File: src/rtl/dm_bus_bridge_pkg.sv
// -----------------------------------------------------------------------------
// dm_bus_bridge_pkg
// Shared core package: address/data types used by the core data path plus the
// bus-bridge FSM state encoding.
// -----------------------------------------------------------------------------
package dm_bus_bridge_pkg;

   localparam int unsigned ADDR_W = 32;
   localparam int unsigned DATA_W = 32;
   localparam int unsigned BE_W   = 4;

   typedef logic [ADDR_W-1:0] addr_t;
   typedef logic [DATA_W-1:0] data_t;

   typedef enum logic [1:0] {
      IDLE = 2'd0,
      REQ  = 2'd1,
      RESP = 2'd2,
      DONE = 2'd3
   } bridge_state_e;

endpackage

File: src/rtl/dm_bus_timer.sv
// -----------------------------------------------------------------------------
// dm_bus_timer
// Per-phase wait counter for the bus bridge. Counts cycles while i_en is high,
// restarts from zero whenever i_clr is high, and flags o_expired during the
// LIMIT-th enabled cycle since the last clear.
//
// Ports:
//   i_clk      clock
//   i_rstn     synchronous active-low reset
//   i_clr      restart the count (phase entry / phase exit)
//   i_en       count this cycle (bridge waiting in REQ or RESP)
//   o_expired  current cycle is the LIMIT-th wait cycle of the phase
// -----------------------------------------------------------------------------
module dm_bus_timer
   import dm_bus_bridge_pkg::*;
#(
   parameter int unsigned LIMIT = 255
) (
   input  logic i_clk,
   input  logic i_rstn,
   input  logic i_clr,
   input  logic i_en,
   output logic o_expired
);

   localparam int unsigned CNT_W = $clog2(LIMIT + 1);

   logic [CNT_W-1:0] cnt_q;

   always_ff @(posedge i_clk) begin
      if (!i_rstn || i_clr) begin
         cnt_q <= '0;
      end else if (i_en && !o_expired) begin
         cnt_q <= cnt_q + CNT_W'(1);
      end
   end

   // The count is zero in the first cycle of a phase, so LIMIT-1 marks the
   // LIMIT-th cycle spent in it.
   assign o_expired = i_en && (cnt_q == CNT_W'(LIMIT - 1));

endmodule

File: src/rtl/dm_bus_bridge.sv
// -----------------------------------------------------------------------------
// dm_bus_bridge
// Bridges the core load/store port onto a valid/ready request bus with a
// separate rvalid read response. One transaction at a time; the core is
// stalled while a transaction is outstanding.
//
// Build option: DM_BUS_BRIDGE_TIMEOUT_EN -- when defined, each REQ/RESP wait
// is bounded by TIMEOUT_CYCLES and an expiry is reported on o_err.
//
// Ports:
//   i_clk, i_rstn                 clock, synchronous active-low reset
//   i_addr, i_wd, i_be            core address, store data, byte enables
//   i_wen, i_ren                  core store / load request
//   o_rd                          registered load data
//   o_stall                       core freeze while a transaction is pending
//   o_bus_valid/we/addr/wdata/be  bus request
//   i_bus_ready                   bus accepts the request
//   i_bus_rvalid, i_bus_rdata     read response
//   o_err                         one-cycle timeout pulse
// -----------------------------------------------------------------------------
module dm_bus_bridge
   import dm_bus_bridge_pkg::*;
#(
   parameter int unsigned TIMEOUT_CYCLES = 255
) (
   input  logic            i_clk,
   input  logic            i_rstn,
   input  addr_t           i_addr,
   input  data_t           i_wd,
   input  logic [BE_W-1:0] i_be,
   input  logic            i_wen,
   input  logic            i_ren,
   output data_t           o_rd,
   output logic            o_stall,
   output logic            o_bus_valid,
   output logic            o_bus_we,
   output addr_t           o_bus_addr,
   output data_t           o_bus_wdata,
   output logic [BE_W-1:0] o_bus_be,
   input  logic            i_bus_ready,
   input  logic            i_bus_rvalid,
   input  data_t           i_bus_rdata,
   output logic            o_err
);

   bridge_state_e   state_q;
   logic            valid_q;
   logic            we_q;
   addr_t           addr_q;
   data_t           wdata_q;
   logic [BE_W-1:0] be_q;
   data_t           rd_q;

   logic req_in;
   assign req_in = i_wen || i_ren;

`ifdef DM_BUS_BRIDGE_TIMEOUT_EN
   logic err_q;
   logic tmr_en;
   logic tmr_clr;
   logic timeout_hit;

   // Restart the count on every phase change so REQ and RESP are each
   // bounded separately.
   assign tmr_en  = (state_q == REQ) || (state_q == RESP);
   assign tmr_clr = !tmr_en
                 || ((state_q == REQ)  && i_bus_ready)
                 || ((state_q == RESP) && i_bus_rvalid);

   dm_bus_timer #(
      .LIMIT (TIMEOUT_CYCLES)
   ) u_timer (
      .i_clk     (i_clk),
      .i_rstn    (i_rstn),
      .i_clr     (tmr_clr),
      .i_en      (tmr_en),
      .o_expired (timeout_hit)
   );

   assign o_err = err_q;
`else
   assign o_err = 1'b0;
`endif

   always_ff @(posedge i_clk) begin
      if (!i_rstn) begin
         state_q <= IDLE;
         valid_q <= 1'b0;
         we_q    <= 1'b0;
         addr_q  <= '0;
         wdata_q <= '0;
         be_q    <= '0;
         rd_q    <= '0;
`ifdef DM_BUS_BRIDGE_TIMEOUT_EN
         err_q   <= 1'b0;
`endif
      end else begin
`ifdef DM_BUS_BRIDGE_TIMEOUT_EN
         err_q <= 1'b0;
`endif
         case (state_q)
            IDLE: begin
               if (req_in) begin
                  addr_q  <= i_addr;
                  wdata_q <= i_wd;
                  be_q    <= i_be;
                  we_q    <= i_wen;   // store wins when both are requested
                  valid_q <= 1'b1;
                  state_q <= REQ;
               end
            end
            REQ: begin
               if (i_bus_ready) begin
                  valid_q <= 1'b0;
                  state_q <= we_q ? DONE : RESP;
`ifdef DM_BUS_BRIDGE_TIMEOUT_EN
               end else if (timeout_hit) begin
                  valid_q <= 1'b0;
                  rd_q    <= '0;
                  err_q   <= 1'b1;
                  state_q <= DONE;
`endif
               end
            end
            // RESP is entered on the edge after the handshake, so a response
            // coinciding with the handshake cycle is never sampled here.
            RESP: begin
               if (i_bus_rvalid) begin
                  rd_q    <= i_bus_rdata;
                  state_q <= DONE;
`ifdef DM_BUS_BRIDGE_TIMEOUT_EN
               end else if (timeout_hit) begin
                  rd_q    <= '0;
                  err_q   <= 1'b1;
                  state_q <= DONE;
`endif
               end
            end
            DONE: begin
               state_q <= IDLE;
            end
            default: begin
               state_q <= IDLE;
            end
         endcase
      end
   end

   assign o_stall = (state_q == REQ) || (state_q == RESP)
                 || ((state_q == IDLE) && req_in);

   assign o_rd        = rd_q;
   assign o_bus_valid = valid_q;
   assign o_bus_we    = we_q;
   assign o_bus_addr  = addr_q;
   assign o_bus_wdata = wdata_q;
   assign o_bus_be    = be_q;

endmodule

File: config.mk
export PLATFORM = sky130hd
export DESIGN_NAME = dm_bus_bridge
export DESIGN_NICKNAME = d
export VERILOG_FILES = /design/src/rtl/dm_bus_bridge_pkg.sv /design/src/rtl/dm_bus_timer.sv /design/src/rtl/dm_bus_bridge.sv
export SDC_FILE = /design/constraint.sdc
export NUM_CORES = 1
export LEC_CHECK = 0
export CORE_MARGIN = 8
export CORE_UTILIZATION = 41
export DETAILED_ROUTE_END_ITERATION = 7
export PLACE_DENSITY = 0.85
export SYNTH_ARGS = -nofsm -noshare
export SYNTH_HDL_FRONTEND = slang
export SYNTH_SLANG_ARGS = --single-unit
File: constraint.sdc
create_clock -name i_clk -period 2.5 [get_ports i_clk]
set_clock_uncertainty 0.05 [all_clocks]
set_input_delay 0.5 -clock i_clk [delete_from_list [all_inputs] [get_ports i_clk]]
set_output_delay 0.5 -clock i_clk [all_outputs]
set_load 0.005 [all_outputs]
==> flow_metrics.env <==
export IMPL_drive_above_1_share_pct=3.92
export IMPL_insertion_delay_ns=0.35
export IMPL_cts_clk_slew_worst_paths_ns=0.09
export IMPL_arrival_ns=1.83
export IMPL_synth_edf_count=0
export IMPL_root_buffer="clkbuf_8"
export IMPL_final_cells=772
export IMPL_max_cap_violations=0
export IMPL_hold_buffers=0
export IMPL_finalPower_uw=5420
export IMPL_status="finished clean"
export IMPL_drt_initial_drc_count=198
export IMPL_yosysMostFrequentCell="nand2_1"
export IMPL_coreArea_um2=8760
export IMPL_layout_nets=770
export IMPL_muxShareOfSynthArea_pct=0
export IMPL_worstMarginPinSlew_ns=0.709
export IMPL_hpwlAfterDp_um=9050
export IMPL_placedCellCount=757
export IMPL_initial_core_util_pct=42.3
export IMPL_clock_path_buffers=2
export IMPL_antenna_found_initial=0
export IMPL_synthDistinctLibCells=23
export IMPL_period_needed_ns=2.38
export IMPL_cp_max_fo=4
export IMPL_synth_largest_area_cell="dfxtp_1"
export IMPL_rows=34
export IMPL_grt_usage_pct=18.6
export IMPL_start_kind="flip-flop"
export IMPL_peakVddDrop_mv=0.755
export IMPL_synth_compound_area_share_pct=15.5
export IMPL_numCtsBuffers=9
export IMPL_port_buffers=208
export IMPL_viasPerCell=4.85
export IMPL_synth_common_cells="nand2_1 (203), dfxtp_1 (104), a21oi_1 (103)"
export IMPL_yosys_top_cells_area="dfxtp_1 (56%), nand2_1 (21%), a21oi_1 (14%)"
export IMPL_io_pins=210
export IMPL_postCtsResizedCells=0
export IMPL_grt_max_degree=71
export IMPL_critPathRequiredTime_ns=1.95
export IMPL_area_growth_syn_to_layout_pct=63.0
export IMPL_rsz0062_at_grt="no"
export IMPL_ys_warn_count=0
export IMPL_synthArstFlopShare_pct=0
export IMPL_overflow=0
export IMPL_synthCells=468
export IMPL_synth_flop_cell="dfxtp_1"
export IMPL_synth_top_cell_area_share_pct=56.2
export IMPL_fin_crit_sh_pct=95.0
export IMPL_diodes=0
export IMPL_p_leak_uw=0.00220
export IMPL_synth_xor_xnor_area_share_pct=0
export IMPL_grt_pass1_vias=3761
export IMPL_cts_sinks=104
export IMPL_synth_fa_ha_area_share_pct=1.35
export IMPL_clock_fmax_mhz=421
export IMPL_criticalPathCategory="flip-flop to output pin"
export IMPL_power_density_nw_per_um2=898
export IMPL_die_x_um=111
export IMPL_syn_num_nets=578
export IMPL_synth_area_um2=3700
export IMPL_grt_pass1_wl_um=19000
export IMPL_dieArea_um2=12300
export IMPL_seq_area_frac_synth_pct=56.2
export IMPL_finalSetupViolations=0
export IMPL_report_final_hold_viol_count=0
export IMPL_place_gp_congestion=0.781
export IMPL_hold_path_class="flip-flop to flip-flop"
export IMPL_drt_wirelength_per_cell_um=15.5
export IMPL_htreeDepth=3
export IMPL_drc=0
export IMPL_die_h_um=111
export IMPL_synth_top_family_by_area="simple AND/OR/NAND/NOR gates"
export IMPL_ys_seq_elements=104
export IMPL_postCtsSetupRepairBufs=0
export IMPL_yosys_area_share_simple_pct=22.2
export IMPL_vias=3743
export IMPL_end_kind="output pin"
export IMPL_wl_um=12000
export IMPL_relSlewSlack_pct=52.7
export IMPL_syn_area_per_cell_um2=7.92
export IMPL_maxSlewViolCount=0
export IMPL_dr_pass1_iters=4
export IMPL_final_util_pct=68.9
export IMPL_fin_tns_setup_ns=0
export IMPL_cts_tree="built"
export IMPL_ant_nets=0
[kinds of logic after synthesis]
family,after synthesis
AO/OA/AOI/OAI,110
adder cells (fa/ha/maj),4
buffers and inverters,37
flip-flops,104
other,1
AND/OR/NAND/NOR,212
[through the flow]
| stage | setup WS (ns) | cell area (µm²) | hold slack, ns |
|---|---|---|---|
| after floorplan | 1.01 | 3700 | 0.403 |
| after global placement | 0.228 | 5840 | 0.391 |
| after detailed placement | 0.203 | 5840 | 0.395 |
| after CTS | 0.0984 | 6040 | 0.408 |
| after global routing | 0.0114 | 6040 | 0.427 |
| final | 0.124 | 6040 | 0.404 |
[final timing paths]
path                                                  start                     endpoint  slack, ns  cells past startpoint
worst max-delay path                state_q[0]$_SDFFE_PN0P_                      o_stall       0.12                      5
worst min-delay path            o_bus_wdata[0]$_SDFFE_PN0P_  o_bus_wdata[0]$_SDFFE_PN0P_       0.40                      2
worst max register to register      state_q[0]$_SDFFE_PN0P_   o_bus_addr[0]$_SDFFE_PN0P_       0.54                      6
worst min register to register  o_bus_wdata[0]$_SDFFE_PN0P_  o_bus_wdata[0]$_SDFFE_PN0P_       0.40                      2
[layer usage]
layer  vias up  GRT usage [%]  share of wire, %  wire length, µm
met5         -              0                 0                0
met4         0           9.78               3.9              465
met3        34           7.68               8.9             1070
met2       146           33.6                52             6170
met1      1679           17.6                36             4260
li1       1884              -                 -                -
[layout by cell type, fill, tap and decap left out]
cell type / Yosys / layout
buf_4: 4 / 4
a31o_2: 1 / 1
a31oi_1: 2 / 2
o21a_1: 2 / 1
clkinvlp_4: 0 / 2
bufinv_16: 0 / 1
nor2_1: 1 / 1
or2b_1: 1 / 1
nand3_1: 1 / 1
dfxtp_1: 104 / 104
buf_12: 0 / 2
o21a_2: 0 / 1
clkbuf_1: 10 / 1
nand2_1: 203 / 203
nand2b_1: 2 / 2
or3b_4: 1 / 1
inv_6: 0 / 1
clkdlybuf4s50_1: 0 / 208
ha_1: 4 / 4
nand4_1: 1 / 1
o21ai_4: 0 / 1
inv_1: 4 / 3
conb_1: 1 / 1
clkbuf_8: 0 / 10
a311oi_2: 1 / 1
and3_1: 1 / 1
inv_2: 0 / 1
and2_1: 1 / 1
a21oi_1: 103 / 103
[report_power, final]
part | leakage (µW) | switching [µW] | internal (µW) | total, µW
registers | 0.000852 | 184 | 2020 | 2200
clock network | 0.0000920 | 545 | 489 | 1030
logic | 0.00126 | 1060 | 1120 | 2180
total | 0.00220 | 1790 | 3630 | 5420
[final cells by class]
type                       instances  area, µm²
clock inverter                     4       53.8
fill                             710       2730
multi-input combinational        327       1460
inverter                           4       15.0
tap                              108        135
sequential                       104       2080
clock buffer                      11        141
timing repair buffer             214       2150
[state kept, by name, summed over array words and instances, names as in the netlist]
register     cells
o_bus_wdata     32
state_q          2
o_bus_addr      32
o_bus_we         1
o_rd            32
o_bus_valid      1
o_bus_be         4
[worst max-delay path, cell delays in order, from the launching register on]
cell             delay [ns]
dfxtp_1                0.35
inv_1                  0.13
ha_1                   0.32
o21ai_4                0.09
nand2b_1               0.08
clkdlybuf4s50_1        0.50
No activity file was read; power rests on OpenSTA's default activity.
